**src/rtl/mp_regfile_pkg.sv**
```systemverilog
// Shared defines for the multi-ported register file: default geometry,
// the all-zero word and the active level of the enable inputs.
package mp_regfile_pkg;

   localparam int DEF_XLEN = 32;
   localparam int DEF_NREG = 32;
   localparam int DEF_NRD  = 2;
   localparam int DEF_NWR  = 2;

   localparam logic [DEF_XLEN-1:0] ZERO_WORD = '0;

   localparam logic EN_ACTIVE = 1'b1;

endpackage

```
**src/rtl/regfile_scoreboard.sv**
```systemverilog
// Busy-bit tracker: one bit per register, set by issue, cleared by writeback.
// A set and a clear of the same register in one cycle leaves it busy.
module regfile_scoreboard
   import mp_regfile_pkg::*;
#(
   parameter int NREG = DEF_NREG
) (
   input  logic                     clk,
   input  logic                     rst,
   input  logic                     rdy,
   input  logic                     set_en,
   input  logic [$clog2(NREG)-1:0]  set_addr,
   input  logic [NREG-1:0]          clr_vec,
   output logic [NREG-1:0]          busy_vec
);

   logic [NREG-1:0] busy_nxt;

   // Set is applied after the clear so it wins on a same-register collision.
   always_comb begin
      busy_nxt = busy_vec & ~clr_vec;
      if (set_en == EN_ACTIVE && set_addr != '0) begin
         busy_nxt[set_addr] = 1'b1;
      end
      busy_nxt[0] = 1'b0;
   end

   always_ff @(posedge clk) begin
      if (rst) begin
         busy_vec <= '0;
      end else if (rdy) begin
         busy_vec <= busy_nxt;
      end
   end

endmodule

```
**src/rtl/mp_regfile.sv**
```systemverilog
// Multi-ported register file with busy scoreboard. Define MP_REGFILE_BYPASS_EN
// to forward same-cycle write data and post-update busy state to the read ports.
module mp_regfile
   import mp_regfile_pkg::*;
#(
   parameter int XLEN = DEF_XLEN,
   parameter int NREG = DEF_NREG,
   parameter int NRD  = DEF_NRD,
   parameter int NWR  = DEF_NWR
) (
   input  logic                          clk,
   input  logic                          rst,
   input  logic                          rdy,
   input  logic [NRD-1:0]                re,
   input  logic [NRD*$clog2(NREG)-1:0]   raddr,
   output logic [NRD*XLEN-1:0]           rdata,
   output logic [NRD-1:0]                rbusy,
   input  logic [NWR-1:0]                we,
   input  logic [NWR*$clog2(NREG)-1:0]   waddr,
   input  logic [NWR*XLEN-1:0]           wdata,
   input  logic                          set_en,
   input  logic [$clog2(NREG)-1:0]       set_addr,
   output logic [NREG-1:0]               busy_vec
);

   localparam int AW = $clog2(NREG);
   localparam logic [XLEN-1:0] ZW = XLEN'(ZERO_WORD);

   // rdy is a global qualifier, not a handshake: state advances only on edges
   // where rdy=1, and there is no back-pressure from this block.
   logic [XLEN-1:0] mem [NREG];
   logic [NREG-1:0] wr_hit;
   logic [XLEN-1:0] wr_data [NREG];

   // Per-register write decode; later ports overwrite earlier ones on collision.
   always_comb begin
      wr_hit = '0;
      for (int r = 0; r < NREG; r++) begin
         wr_data[r] = ZW;
      end
      for (int j = 0; j < NWR; j++) begin
         if (we[j] == EN_ACTIVE && waddr[j*AW +: AW] != '0) begin
            wr_hit[waddr[j*AW +: AW]]  = 1'b1;
            wr_data[waddr[j*AW +: AW]] = wdata[j*XLEN +: XLEN];
         end
      end
   end

   always_ff @(posedge clk) begin
      if (rst) begin
         for (int r = 0; r < NREG; r++) begin
            mem[r] <= ZW;
         end
      end else if (rdy) begin
         for (int r = 0; r < NREG; r++) begin
            if (wr_hit[r]) begin
               mem[r] <= wr_data[r];
            end
         end
      end
   end

   regfile_scoreboard #(.NREG(NREG)) u_scoreboard (
      .clk      (clk),
      .rst      (rst),
      .rdy      (rdy),
      .set_en   (set_en),
      .set_addr (set_addr),
      .clr_vec  (wr_hit),
      .busy_vec (busy_vec)
   );

`ifdef MP_REGFILE_BYPASS_EN
   logic [NREG-1:0] busy_post;

   always_comb begin
      busy_post = busy_vec & ~wr_hit;
      if (set_en == EN_ACTIVE && set_addr != '0) begin
         busy_post[set_addr] = 1'b1;
      end
   end
`endif

   for (genvar i = 0; i < NRD; i++) begin : g_rd
      logic [AW-1:0]   ra;
      logic [XLEN-1:0] rd;
      logic            rb;

      assign ra = raddr[i*AW +: AW];

      always_comb begin
         rd = mem[ra];
         rb = busy_vec[ra];
`ifdef MP_REGFILE_BYPASS_EN
         if (rdy && wr_hit[ra]) begin
            rd = wr_data[ra];
            rb = busy_post[ra];
         end
`endif
         if (rst || re[i] != EN_ACTIVE || ra == '0) begin
            rd = ZW;
            rb = 1'b0;
         end
      end

      assign rdata[i*XLEN +: XLEN] = rd;
      assign rbusy[i]              = rb;
   end

endmodule

```
**config.mk**
```make
export PLATFORM = sky130hd
export DESIGN_NAME = mp_regfile
export DESIGN_NICKNAME = d
export VERILOG_FILES = /design/src/rtl/mp_regfile_pkg.sv /design/src/rtl/regfile_scoreboard.sv /design/src/rtl/mp_regfile.sv
export SDC_FILE = /design/constraint.sdc
export NUM_CORES = 2
export LEC_CHECK = 0
export CAP_MARGIN = 20
export CORE_MARGIN = 1.5
export CORE_UTILIZATION = 30
export DETAILED_ROUTE_END_ITERATION = 12
export GPL_TIMING_DRIVEN = 0
export PLACE_DENSITY_LB_ADDON = 0.25
export SYNTH_ARGS = -nofsm -noshare
export SYNTH_HDL_FRONTEND = slang
export SYNTH_HIERARCHICAL = 1
export SYNTH_SLANG_ARGS = --single-unit
export TNS_END_PERCENT = 1
```
**constraint.sdc**
```tcl
create_clock -name clk -period 5.45 [get_ports clk]
set_input_delay 1.635 -clock clk [delete_from_list [all_inputs] [get_ports clk]]
set_output_delay 1.635 -clock clk [all_outputs]
set_load 0.1 [all_outputs]
```
# Yosys cells after proc, flatten, opt, wreduce, memory -nomap -nowiden
# Memories as Yosys holds them, arrays and structs flattened.
# Cells that the tools add are included.
totals:
  output_inout_bits: 98
  word_cells: 258
  mem_count: 1
  register_bits: 31
  input_bits: 97
  ramBits: 1024
classes:
  magnitude_cmp: 12
  bitwise: 41
  n_reduce_logical: 17
  muxes: 186
memory_table:
  columns: ["memory", "words", "width", "read_ports", "rd_clocked_by_memory_dff", "write_ports", "line_no", "text"]
  rows:
  - ["mem", 32, 32, 2, 0, 32, "mp_regfile.sv:31", "logic [XLEN-1:0] mem [NREG];"]
ops:
  columns: ["operator", "count"]
  rows:
  - ["two-way mux 1024 bit", 2]
  - ["two-way mux 32 bit", 39]
  - ["AND 1024 bit", 1]
  - ["bitwise mux 1024 bit", 1]
  - ["demux 32 bit (select 5 bit)", 2]
  - ["two-way mux 1 bit", 137]
  - ["bitwise OR 32 bit", 2]
  - ["AND 32 bit", 1]
  - ["inverter 32 bit", 1]
  - ["bitwise OR 1 bit", 32]
  - ["< comparator 5 x 6 -> 1 bit, second input constant", 5]
  - ["demux 1 bit (select 5 bit)", 3]
  - ["greater-or-equal comparator 5 x 1 -> 1 bit, second input constant", 3]
  - ["nonzero test 5 bit", 3]
  - ["greater-or-equal comparator 6 bit, second input constant", 2]
  - ["< comparator 6 x 1 -> 1 bit, second input constant", 2]
  - ["inverter 5 -> 6 bit", 2]
  - ["binary-select mux 1 bit (select 5 bit)", 2]
  - ["logical NOT 5 bit", 2]
  - ["logical AND 1 bit", 8]
  - ["logical OR 1 bit", 4]
  - ["inverter 1 bit", 2]

# Longest topological paths before layout
logic_depth:
  depth_word: 12
  depth_mapped: 10
  depth_no_buf: 5

# Hierarchy
# Netlist, hierarchy kept.
by_module_without_submodules:
  columns: ["module", "area_each_um2", "cells_per_inst", "instances", "seq_area_each_um2"]
  rows:
  - ["mp_regfile", 62570.0, 5397, 1, 30749.5]
  - ["regfile_scoreboard", 1285.0, 119, 1, 620.6]

# Worst setup path before layout
# No wires, ideal clock.
synth_path:
  path_kind: "input to output"
  start: "input port raddr[1]"
  end: "output port rdata[13]"
  path_buffers: 3
  slack_ns: -3.607
  arrival_time_ns: 7.422
  t_required_ns: 3.815
  path_stages: 7
  path_cell_list: "clkbuf_2 > or3_1 > clkbuf_1 > clkbuf_1 > o221ai_1 > a221oi_1 > a2111oi_0"
synth_between:
  elab_chain_cells: 3
  word_cells_on_any_way: 4
  cone_classes: "mux: 1; reduce/logical: 2; memory: 1"
synth_rtl:
  columns: ["element", "line_no", "text"]
  rows:
  - ["start, declared", "mp_regfile.sv:15", "input logic [NRD*$clog2(NREG)-1:0] raddr,"]
  - ["parallel branches: the longest is 2 deep, another holds memory read (32 x 32 bit)", null, null]
  - ["two-way mux 32 bit *", "mp_regfile.sv:100", "if (rst || re[i] != EN_ACTIVE || ra == '0) begin"]
  - ["end, declared", "mp_regfile.sv:16", "output logic [NRD*XLEN-1:0] rdata,"]
# Mark *: on every way between the ends.

# Final worst setup path
layout_path:
  start: "input port raddr[2]"
  end: "output port rdata[20]"
# The elaborated chain is that of the path after synthesis.

==> results.py <==
metrics = {
    "sta": {
        "setup_ws_ps": -320,
        "worstMarginPinSlew_ps": 1350,
        "rsz0062_at_grt": "true",
        "clock_skew_ps": 0,
        "finalHoldViolCount": 0,
        "setup_viol": 65,
        "maxSlewViolCount": 0,
        "holdWs_ps": 589,
        "fmax_mhz": 173,
        "slew_headroom": 0.0970,
        "fin_crit_ps": 5770,
        "period_share": 1.06,
    },
    "cts": {
        "cts_root_buf": "clkbuf_16",
        "insertion_delay_ps": 810,
        "cts_tree": "done",
        "cts_made_buffers": 133,
        "cts.sink_count": 1055,
        "cts_max_level": 4,
        "postCtsHoldBufs": 0,
        "clk_pin_slew_ps": 50,
        "cts_buffer_depth": 3,
    },
    "global_route": {
        "grt.busiest_layer": "met2",
        "grt_pass1_wl_um": 550000,
        "met2_usage": 0.548,
        "gr-usage-met3": 0.171,
        "grt_use_total": 0.385,
        "use_met1": 0.446,
        "overflow": 0,
        "grt_max_degree": 33,
        "grt_pass1_vias": 57300,
        "antenna_found_initial": 26,
    },
    "critical_path": {
        "arrival_ps": 4140,
        "required_ps": 3820,
        "crit_type": "input pin to output pin",
        "crit_path_end_kind": "output pin",
        "critPathMaxFanout": 14,
        "start_kind": "input pin",
    },
    "status": {
        "run_status": "complete, but fails checks",
        "failed_checks": "negative setup slack",
    },
    "drt": {
        "wl_um": 430000,
        "drtIter0Drc": 12300,
        "first_pass_iters": 7,
        "drtAntennaViolNets": 0,
        "wl_per_cell_um": 48.0,
        "num_vias": 62300,
        "drc": 0,
        "viasPerCell": 6.96,
    },
    "pwr": {
        "leakagePower_nw": 25.5,
        "seqPwrFrac": 0.409,
        "power_switching_mw": 7.63,
        "p_per_area_nw_per_um2": 296,
        "intPower_mw": 16.1,
        "switching_share": 0.322,
        "comb_power_share": 0.199,
        "vdd_ir_drop_max_mv": 0.338,
        "clock_power_share": 0.392,
    },
    "synth": {
        "netlist_area_um2": 63900,
        "ys_async_sr_fraction": 0,
        "ys_warn_count": 6,
        "synthFlopType": "edfxtp_1",
        "synth-edff-count": 1024,
        "syn_inst": 5516,
        "ys_types": 66,
        "synth_top_area_frac": 0.482,
        "synth_top_cell_by_area": "edfxtp_1",
        "ys_ff_latch": 1055,
        "synth_commonest_cells": "edfxtp_1 (1024), nor2_1 (808), nand2_1 (671)",
        "syn_avg_cell_area_um2": 11.6,
        "yosysMostFrequentCell": "edfxtp_1",
        "yosysSeqAreaShare": 0.491,
        "synth_area_leaders": "edfxtp_1 (48%), mux4_2 (15%), a22oi_1 (4.8%), nor2_1 (4.7%), a211oi_1 (4.1%)",
    },
    "floorplan": {
        "fp.dieH_um": 464,
        "core_um2": 212000,
        "dieArea_um2": 216000,
        "num_io_pins": 195,
        "start_util": 0.301,
        "num_rows": 169,
        "die_w_um": 464,
    },
    "placement": {
        "dp.cells": 8644,
        "portBuffers": 179,
        "gp_congestion": 1.10,
        "hpwl_um": 322000,
        "dp_slack_ps": -3730,
    },
    "layout": {
        "final_core_util": 0.378,
        "layout.nets": 6114,
        "final_cells": 8956,
        "area_growth_pct": 25.5,
        "drive_gt1_frac": 0.246,
    },
    "job": {
        "maxCapViolCount": 0,
    },
    "worst_hold_path": {
        "hp-class": "flip-flop to flip-flop",
    },
}
-- flip-flops by register name (all words and copies together), names as in the netlist --
signal / cells
u_scoreboard/busy_vec: 31
mem: 1024
-- final timing paths --
kind                                                from                  endpoint  slack [ps]  cells past startpoint
worst max-delay path                            raddr[2]                 rdata[20]        -320                      8
worst min-delay path            u_scoreboard/busy_vec[5]  u_scoreboard/busy_vec[5]         590                      1
worst max register to register  u_scoreboard/busy_vec[8]  u_scoreboard/busy_vec[8]        4470                      1
worst min register to register  u_scoreboard/busy_vec[5]  u_scoreboard/busy_vec[5]         590                      1
-- cell families after synthesis --
family,after synthesis,share of synthesized area
buffers and inverters,732,0.0496
other,2,0.000118
AO/OA/AOI/OAI,1402,0.160
AND/OR/NAND/NOR,1626,0.104
multiplexers,699,0.195
flip-flops,1055,0.491
-- per-stage QoR --
| stage | TNS (ps) | total power [mW] | area (um^2) |
|---|---|---|---|
| after floorplan | -8570 | 11.8 | 64400 |
| after global placement | -1206350 | 13.6 | 69700 |
| after detailed placement | -490630 | 13.8 | 71400 |
| after CTS | -1850 | 23.2 | 79700 |
| after global routing | -5280 | 23.8 | 80100 |
| final | -9380 | 23.7 | 80100 |
-- cell type report --
| class | instances | area, um^2 |
|---|---|---|
| flip-flops and latches | 1055 | 31400 |
| clock buffers | 159 | 3500 |
| fillers | 20300 | 132000 |
| plain buffers | 722 | 4730 |
| repair buffers | 341 | 4370 |
| well taps | 2821 | 3530 |
| clock inverters | 77 | 833 |
| diodes | 17 | 42.5 |
| multi-input cells | 3760 | 31700 |
| inverters | 4 | 16.3 |
-- metal layers --
layer  part of all wire  routed length, um
met5            0.00092                396
met4               0.10              44400
met3               0.16              67600
met2               0.41             175000
met1               0.33             142000
-- critical path, cell delays in order --
cell and delay, ps:
buf_6 200, buf_8 300, buf_8 290, mux4_2 350
a22o_2 350, a211oi_4 550, nor3_4 160, buf_12 210
-- power by group through the flow --
stage               logic (mW)  registers (mW)  clock network (mW)
floorplan                 2.11            9.68                   0
global placement          3.80            9.83                   0
detailed placement        3.95            9.82                   0
CTS                       4.38            9.66                9.15
global route              4.62            9.71                9.45
finish                    4.71            9.69                9.30
-- cells in the final DEF (no fill, tap or decap), drive strengths merged, types with 53 or more instances in the layout --
cell	instances
edfxtp	1024
mux2i	222
clkbuf	625
a21oi	292
mux4	433
o22ai	64
nand2	671
a211oi	393
clkinv	53
nor2	813
a22oi	407
clkdlybuf4s50	106
buf	485
-- timing repair --
action	CTS	global route
gates cloned	4	0
setup buffers	49	0
gates resized for setup	1216	51
endpoints found under the setup margin	66	65
endpoints found under the hold margin	0	0
pin swaps	59	18
No activity file was read; power rests on OpenSTA's default activity.
